<file path="config.mk">
export PLATFORM = sky130hd
export DESIGN_NAME = qspi_cmd_sequencer
export DESIGN_NICKNAME = d
export VERILOG_FILES = /design/src/rtl/qspi_cmd_sequencer.sv
export SDC_FILE = /design/constraint.sdc
export NUM_CORES = 1
export LEC_CHECK = 0
export BUFFER_PORTS_ARGS = -buffer_cell sky130_fd_sc_hd__buf_4
export CORE_UTILIZATION = 55
export CTS_BUF_LIST = sky130_fd_sc_hd__clkbuf_2
export CTS_CLUSTER_SIZE = 28
export DETAILED_ROUTE_END_ITERATION = 8
export PLACE_DENSITY = 0.8
export SETUP_SLACK_MARGIN = 0.15
export SLEW_MARGIN = 20
export SYNTH_ARGS = -nofsm -noshare
export SYNTH_HDL_FRONTEND = slang
export SYNTH_SLANG_ARGS = --single-unit
</file>
<file path="constraint.sdc">
create_clock -name sys_clk -period 2.87 [get_ports sys_clk]
set_clock_uncertainty 0.15 [all_clocks]
set_input_delay 0.4305 -clock sys_clk [delete_from_list [all_inputs] [get_ports sys_clk]]
set_output_delay 0.4305 -clock sys_clk [all_outputs]
set_load 0.01 [all_outputs]
</file>
<file path="src/rtl/qspi_cmd_sequencer.sv">
// QSPI frame builder: splits one opcode/address/dummy/payload request into per-byte master transfers.
// Optional watchdog on missing m_byte_done: define QSPI_SEQ_TIMEOUT_EN.
module qspi_cmd_sequencer #(
  parameter int DATA_WIDTH = 8,
  parameter int ADDR_W     = 24,
  parameter int LEN_W      = 9
) (
  input  logic                  sys_clk,
  input  logic                  rst,
  input  logic                  req_valid,
  output logic                  req_ready,
  input  logic [7:0]            req_opcode,
  input  logic [ADDR_W-1:0]     req_addr,
  input  logic                  req_addr_en,
  input  logic [1:0]            req_addr_mode,
  input  logic [1:0]            req_data_mode,
  input  logic [3:0]            req_dummy,
  input  logic                  req_write,
  input  logic [LEN_W-1:0]      req_len,
  input  logic [7:0]            wdata,
  input  logic                  wdata_valid,
  output logic                  wdata_ready,
  output logic [7:0]            rdata,
  output logic                  rdata_valid,
  output logic                  busy,
  output logic                  done,
  output logic                  err,
  output logic [DATA_WIDTH-1:0] m_wr_data,
  output logic [1:0]            m_sel_mode,
  output logic                  m_operation,
  output logic                  m_trigger,
  output logic                  m_cs_hold,
  input  logic                  m_byte_done,
  input  logic [DATA_WIDTH-1:0] m_rd_data
);
  localparam int ADDR_BYTES = ADDR_W / 8;

  typedef enum logic [2:0] {S_IDLE, S_CMD, S_ADDR, S_DUMMY, S_DATA, S_DONE, S_ERR} state_t;

  state_t                r_state, w_next;
  logic                  r_wait, r_trig, r_op;
  logic [1:0]            r_mode;
  logic [DATA_WIDTH-1:0] r_wr_data;
  logic [ADDR_W-1:0]     r_addr;
  logic                  r_addr_en, r_write;
  logic [1:0]            r_addr_mode, r_data_mode;
  logic [3:0]            r_dummy;
  logic [LEN_W-1:0]      r_len, r_cnt;
  logic                  w_rsvd, w_wr_fire, w_rd_fire, w_last, w_abort;

  assign w_rsvd    = (req_addr_en && req_addr_mode == 2'b11) ||
                     (req_data_mode == 2'b11 && (req_dummy != 4'd0 || req_len != '0));
  assign w_wr_fire = wdata_ready && wdata_valid;
  assign w_rd_fire = (r_state == S_DATA) && !r_write && r_wait && m_byte_done;
  assign w_last    = (r_state == S_CMD) || (r_cnt == LEN_W'(1));

  always_comb begin
    w_next = S_DONE;
    if (r_state == S_CMD && r_addr_en)                                   w_next = S_ADDR;
    else if ((r_state == S_CMD || r_state == S_ADDR) && r_dummy != 4'd0) w_next = S_DUMMY;
    else if (r_state != S_DATA && r_len != '0)                           w_next = S_DATA;
  end

`ifdef QSPI_SEQ_TIMEOUT_EN
  // Only counts while a triggered byte is outstanding, so write-stream stalls are free.
  logic [15:0] r_wdog;
  always_ff @(posedge sys_clk or posedge rst) begin
    if (rst)                          r_wdog <= '0;
    else if (r_wait && !m_byte_done)  r_wdog <= r_wdog + 16'd1;
    else                              r_wdog <= '0;
  end
  assign w_abort = r_wait && !m_byte_done && (r_wdog == 16'hFFFE);
`else
  assign w_abort = 1'b0;
`endif

  always_ff @(posedge sys_clk or posedge rst) begin
    if (rst) begin
      r_state <= S_IDLE;  r_wait <= 1'b0;  r_trig <= 1'b0;  r_op <= 1'b0;
      r_mode <= '0;  r_wr_data <= '0;  r_addr <= '0;  r_addr_en <= 1'b0;
      r_write <= 1'b0;  r_addr_mode <= '0;  r_data_mode <= '0;  r_dummy <= '0;
      r_len <= '0;  r_cnt <= '0;
    end else begin
      r_trig <= 1'b0;
      case (r_state)
        S_IDLE: if (req_valid) begin
          r_addr <= req_addr;  r_addr_en <= req_addr_en;  r_addr_mode <= req_addr_mode;
          r_data_mode <= req_data_mode;  r_dummy <= req_dummy;  r_write <= req_write;
          r_len <= req_len;
          if (w_rsvd) r_state <= S_ERR;
          else begin
            r_state <= S_CMD;  r_trig <= 1'b1;  r_wait <= 1'b1;
            r_wr_data <= DATA_WIDTH'(req_opcode);  r_mode <= 2'b00;  r_op <= 1'b1;
          end
        end
        S_CMD, S_ADDR, S_DUMMY, S_DATA: begin
          if (w_abort) begin
            r_state <= S_ERR;  r_wait <= 1'b0;
          end else if (w_wr_fire) begin
            r_wait <= 1'b1;
          end else if (r_wait && m_byte_done) begin
            if (w_last) begin
              r_state <= w_next;
              case (w_next)
                S_ADDR: begin
                  r_trig <= 1'b1;  r_wait <= 1'b1;  r_op <= 1'b1;  r_mode <= r_addr_mode;
                  r_wr_data <= DATA_WIDTH'(r_addr[ADDR_W-1 -: 8]);  r_addr <= r_addr << 8;
                  r_cnt <= LEN_W'(ADDR_BYTES);
                end
                S_DUMMY: begin
                  r_trig <= 1'b1;  r_wait <= 1'b1;  r_op <= 1'b0;  r_mode <= r_data_mode;
                  r_wr_data <= '0;  r_cnt <= LEN_W'(r_dummy);
                end
                S_DATA: begin
                  // Writes wait for the stream; reads can start straight away.
                  r_trig <= !r_write;  r_wait <= !r_write;  r_op <= r_write;
                  r_mode <= r_data_mode;  r_wr_data <= '0;  r_cnt <= r_len;
                end
                default: r_wait <= 1'b0;
              endcase
            end else begin
              r_cnt <= r_cnt - 1'b1;
              if (r_state == S_ADDR) begin
                r_trig <= 1'b1;
                r_wr_data <= DATA_WIDTH'(r_addr[ADDR_W-1 -: 8]);  r_addr <= r_addr << 8;
              end else if (r_state == S_DATA && r_write) r_wait <= 1'b0;
              else r_trig <= 1'b1;
            end
          end
        end
        default: begin
          r_state <= S_IDLE;  r_wait <= 1'b0;
        end
      endcase
    end
  end

  assign req_ready   = (r_state == S_IDLE);
  assign busy        = (r_state != S_IDLE);
  assign done        = (r_state == S_DONE);
  assign err         = (r_state == S_ERR);
  assign m_cs_hold   = (r_state == S_CMD) || (r_state == S_ADDR) ||
                       (r_state == S_DUMMY) || (r_state == S_DATA);
  assign wdata_ready = (r_state == S_DATA) && r_write && !r_wait;
  assign m_trigger   = r_trig || w_wr_fire;
  assign m_wr_data   = w_wr_fire ? DATA_WIDTH'(wdata) : r_wr_data;
  assign m_sel_mode  = r_mode;
  assign m_operation = r_op;
  assign rdata_valid = w_rd_fire;
  assign rdata       = w_rd_fire ? m_rd_data[7:0] : 8'h00;
endmodule

</file>
==> metrics.md <==
| Metric | Value |
|---|---|
| Routing usage on met1 | 39.1% |
| Root Buffer | clkbuf_2 |
| Post-synth EDFFs | 0 |
| Post-DP HPWL | 7240 um |
| GR Util All Layers | just under 30% |
| Die height | 86.6 um |
| RSZ-0062 raised after global routing | true |
| Number of diodes | 0 |
| Clk pwr share | 8.9% |
| Post-DRT Antenna Nets | 0 |
| Hold/Removal Path Class | primary input to flip-flop |
| Global route hottest layer | met2 |
| Min cycle time layout | 2.69 ns |
| Clk slew on worst S/H paths | around 0.19 ns |
| Placed Area | slightly below 5000 um2 |
| Yosys top cell by area | dfrtp_1 |
| Final instance area | ~5300 um2 |
| Sw Ratio | around 43% |
| Synth Flop Type | dfrtp_1 |
| Synthesized area | ~3900 um2 |
| FMAX | 372 MHz |
| I/O pins | 99 |
| # fillers | 460 |
| Maximum vdd ir drop | about 0.54 mV |
| H-tree depth | 3 |
| Leakage | ~2.6 nW |
| Syn_nets | ~470 |
| Latest clock arrival within the worst-skew pair | between 0.5 and 0.6 ns |
| Final hold vios | 0 |
| Site Rows | 30 |
| WL final | approximately 10,000 um |
| Core ar. | around 7000 um2 |
| Slowest stage delay, CP | 0.50 ns |
| DR vias/cell | ~5.6 |
| Syn Area/Cell | 9.91 um2 |
| M2 GR Usage | 46.0% |
| Die Wd | approximately 87 um |
| Post-route DRC | 0 |
| TNS Setup | 0 ns |
| Critical path startpoint category | flip-flop |
| Synthesis-to-layout area growth | 35.1% |
| Post-synth top area share | 43.3% |
| Setup CP Type | flip-flop to primary output |
| Antenna violations before repair | 0 |
| Pint | about 3.0 mW |
| Worst path slowest cell | dfrtp_2 |
| Initial Utilization | a little under three fifths |
| Share of cells above drive strength 1 | 39.9% |
| Post-synth ARST share | 100% |
| Critical Path RT | around 2.3 ns |
| CP max FO | 10 |
| Status | complete, no violations |
| Synth area leaders | dfrtp_1, mux2_2, nand2_1 |
| Vias in the first global route | 3,609 |
| Met3 GRT Util | under 10% |
| Seq cells post-synth | 68 |
| Max-Cap Viols | 0 |
| Routed wire per std cell | around 16 um |
| Period utilization | approximately 94% |
| Deepest clock path buffer count | 2 |
| TritonCTS buffer count | 9 |
| Critical path cell sequence | nor3b_4, and4b_1, buf_6, mux2_2, buf_4 |
| Synth cell types | 63 |
| Worst endpoint data arrival time | 2.11 ns |
| Nets | 618 |
| IO Port Bufs | about 100 |
| Vias | around 3,600 |
| Comb power frac | between 50% and 60% |
| Worst slew pin tran | 0.814 ns |
| Cells after Synth | about 400 |
| Die ar. | between 7000 and 8000 um2 |
| Synthesis warning total | 0 |
| Max_slew headroom | 45.8% |
| Power Dens Cells | roughly 1000 nW/um2 |
| Gpl congestion | approximately 0.96 |
| First-pass GRT wire length | between 15,000 and 20,000 um |
| Maximum number of pins on one net before global-route repair | 38 |
| Max-slew violation count | 0 |
| Psw | about 2.3 mW |
| GRT overflow | 0 |
| Drt first pass iters | 6 |
| Initial DRC count | approximately 300 |
| # setup viols final | 0 |
| CTS tree | yes |
| Clock sinks | about 70 |
| Register area share after synthesis | roughly 43% |
| Seq pwr share | between 30 and 40% |
| Crit end category | primary output |
Yosys cell counts (3+ instances only):
cell type and n:
o21a_1 3, o22ai_1 5, nor3b_1 3, mux2_4 6
clkbuf_1 9, nor4_1 6, mux2i_1 10, buf_2 3
nor2_1 18, a21oi_1 23, buf_6 6, dfrtp_1 68
inv_1 17, mux2_2 45, nand2_1 67, and2_1 10
nor3_1 11, a31oi_1 7, nand3_1 6, o2bb2ai_1 4
o21ai_0 20
per-layer routing:
layer | up-vias | wire length, um
li1 | 1716 | -
met2 | 142 | 5040
met5 | - | 0
met3 | 21 | 589
met4 | 0 | 190
met1 | 1762 | 4510
critical path, delay by kind of cell (launching register included):
kind	cells	cell delay [ns]
muxes	1	0.35
DFF	1	0.50
and+or+nand+nor	2	0.45
buffers and inverters	2	0.31
cell type report:
cell class                      instances  area (um2)  area share (%)
Inverter                               19        76.3            1.44
Sequential cell                        68        1710            32.1
Clock inverter                          7        42.5           0.801
Timing Repair Buffer                  155        1260            23.7
Multi-Input combinational cell        291        2060            38.9
Tap cell                               96         120            2.26
Clock buffer                            9        45.0           0.848
power groups by stage:
stage	Combinational [mW]	Sequential [mW]	Clock, mW
finish	3.07	1.76	0.470
global route	3.35	1.81	0.515
CTS	3.01	1.74	0.477
detailed placement	2.78	1.79	0
global placement	2.71	1.77	0
floorplan	2.14	1.63	0
timing repair:
action | CTS | global route
setup endpoints to repair | 38 | 33
buffers inserted | 9 | 3
hold buffers | 26 | 0
gates resized for setup | 10 | 3
pin swaps | 3 | 2
cloned | 1 | 0
endpoints found under the hold margin | 56 | 0
flip-flops by register name, indices dropped and copies added (netlist names):
register / cells
r_state: 3
r_cnt: 9
m_sel_mode: 2
r_len: 9
r_wait: 1
r_addr_mode: 2
r_addr_en: 1
r_wr_data: 8
r_trig: 1
r_addr: 24
r_dummy: 4
r_write: 1
r_data_mode: 2
m_operation: 1
logic make-up (layout without fill, tap and decap cells):
logic type / after synthesis / count (layout) / share of synthesized area (%)
muxes: 61 / 61 / 17.7
and+or+nand+nor: 136 / 136 / 16.8
adders and majority gates: 2 / 2 / 0.636
DFF: 68 / 68 / 43.3
xor gates and xnor gates: 1 / 1 / 0.223
buffers and inverters: 39 / 190 / 5.28
AOI/OAI and AO/OA: 90 / 91 / 16.1
cells in the final DEF (no fill, tap or decap), drive strengths merged, types with 3 or more instances in the layout:
| master | Yosys | routed |
|---|---|---|
| nor4 | 7 | 7 |
| dlygate4sd3 | 0 | 26 |
| o22ai | 5 | 5 |
| a21oi | 24 | 24 |
| inv | 18 | 19 |
| buf | 11 | 129 |
| nand2 | 67 | 67 |
| clkinv | 1 | 5 |
| o31ai | 3 | 3 |
| dfrtp | 68 | 68 |
| nand3 | 6 | 6 |
| a31oi | 7 | 7 |
| o2bb2ai | 4 | 4 |
| nor3b | 4 | 4 |
| and2 | 10 | 10 |
| mux2i | 10 | 10 |
| clkbuf | 9 | 9 |
| mux2 | 51 | 51 |
| nor3 | 11 | 11 |
| nor2 | 18 | 18 |
| o21ai | 22 | 23 |
| o22a | 3 | 3 |
| o21a | 3 | 3 |
per-stage QoR:
stage,instances,utilization [%],power [mW],hold slack (ns),setup WS (ns)
after global routing,645,77.7,5.67,0.00149,0.107
after detailed placement,590,70.4,4.57,0.328,0.116
after global placement,590,70.4,4.47,0.340,0.167
after CTS,642,77.3,5.23,0.00580,0.148
after floorplan,397,-,3.77,0.325,0.284
final,645,77.7,5.29,0.0331,0.179
path summary, 6_finish.rpt:
check | cells after the start | slack (ns) | end | from
worst max-delay path | 5 | 0.18 | m_wr_data[4] | r_state[0]$_DFFE_PP0P_
worst min-delay path | 2 | 0.03 | r_data_mode[1]$_DFFE_PP0P_ | req_data_mode[1]
worst max register to register | 9 | 0.23 | r_wr_data[2]$_DFFE_PP0P_ | r_cnt[1]$_DFFE_PP0P_
worst min register to register | 1 | 0.38 | m_sel_mode[1]$_DFFE_PP0P_ | m_sel_mode[1]$_DFFE_PP0P_
max in group asynchronous | 4 | 1.51 | r_state[2]$_DFFE_PP0P_ | rst
min in group asynchronous | 3 | 0.41 | r_trig$_DFF_PP0_ | rst
(Power assumes the default switching activity.)
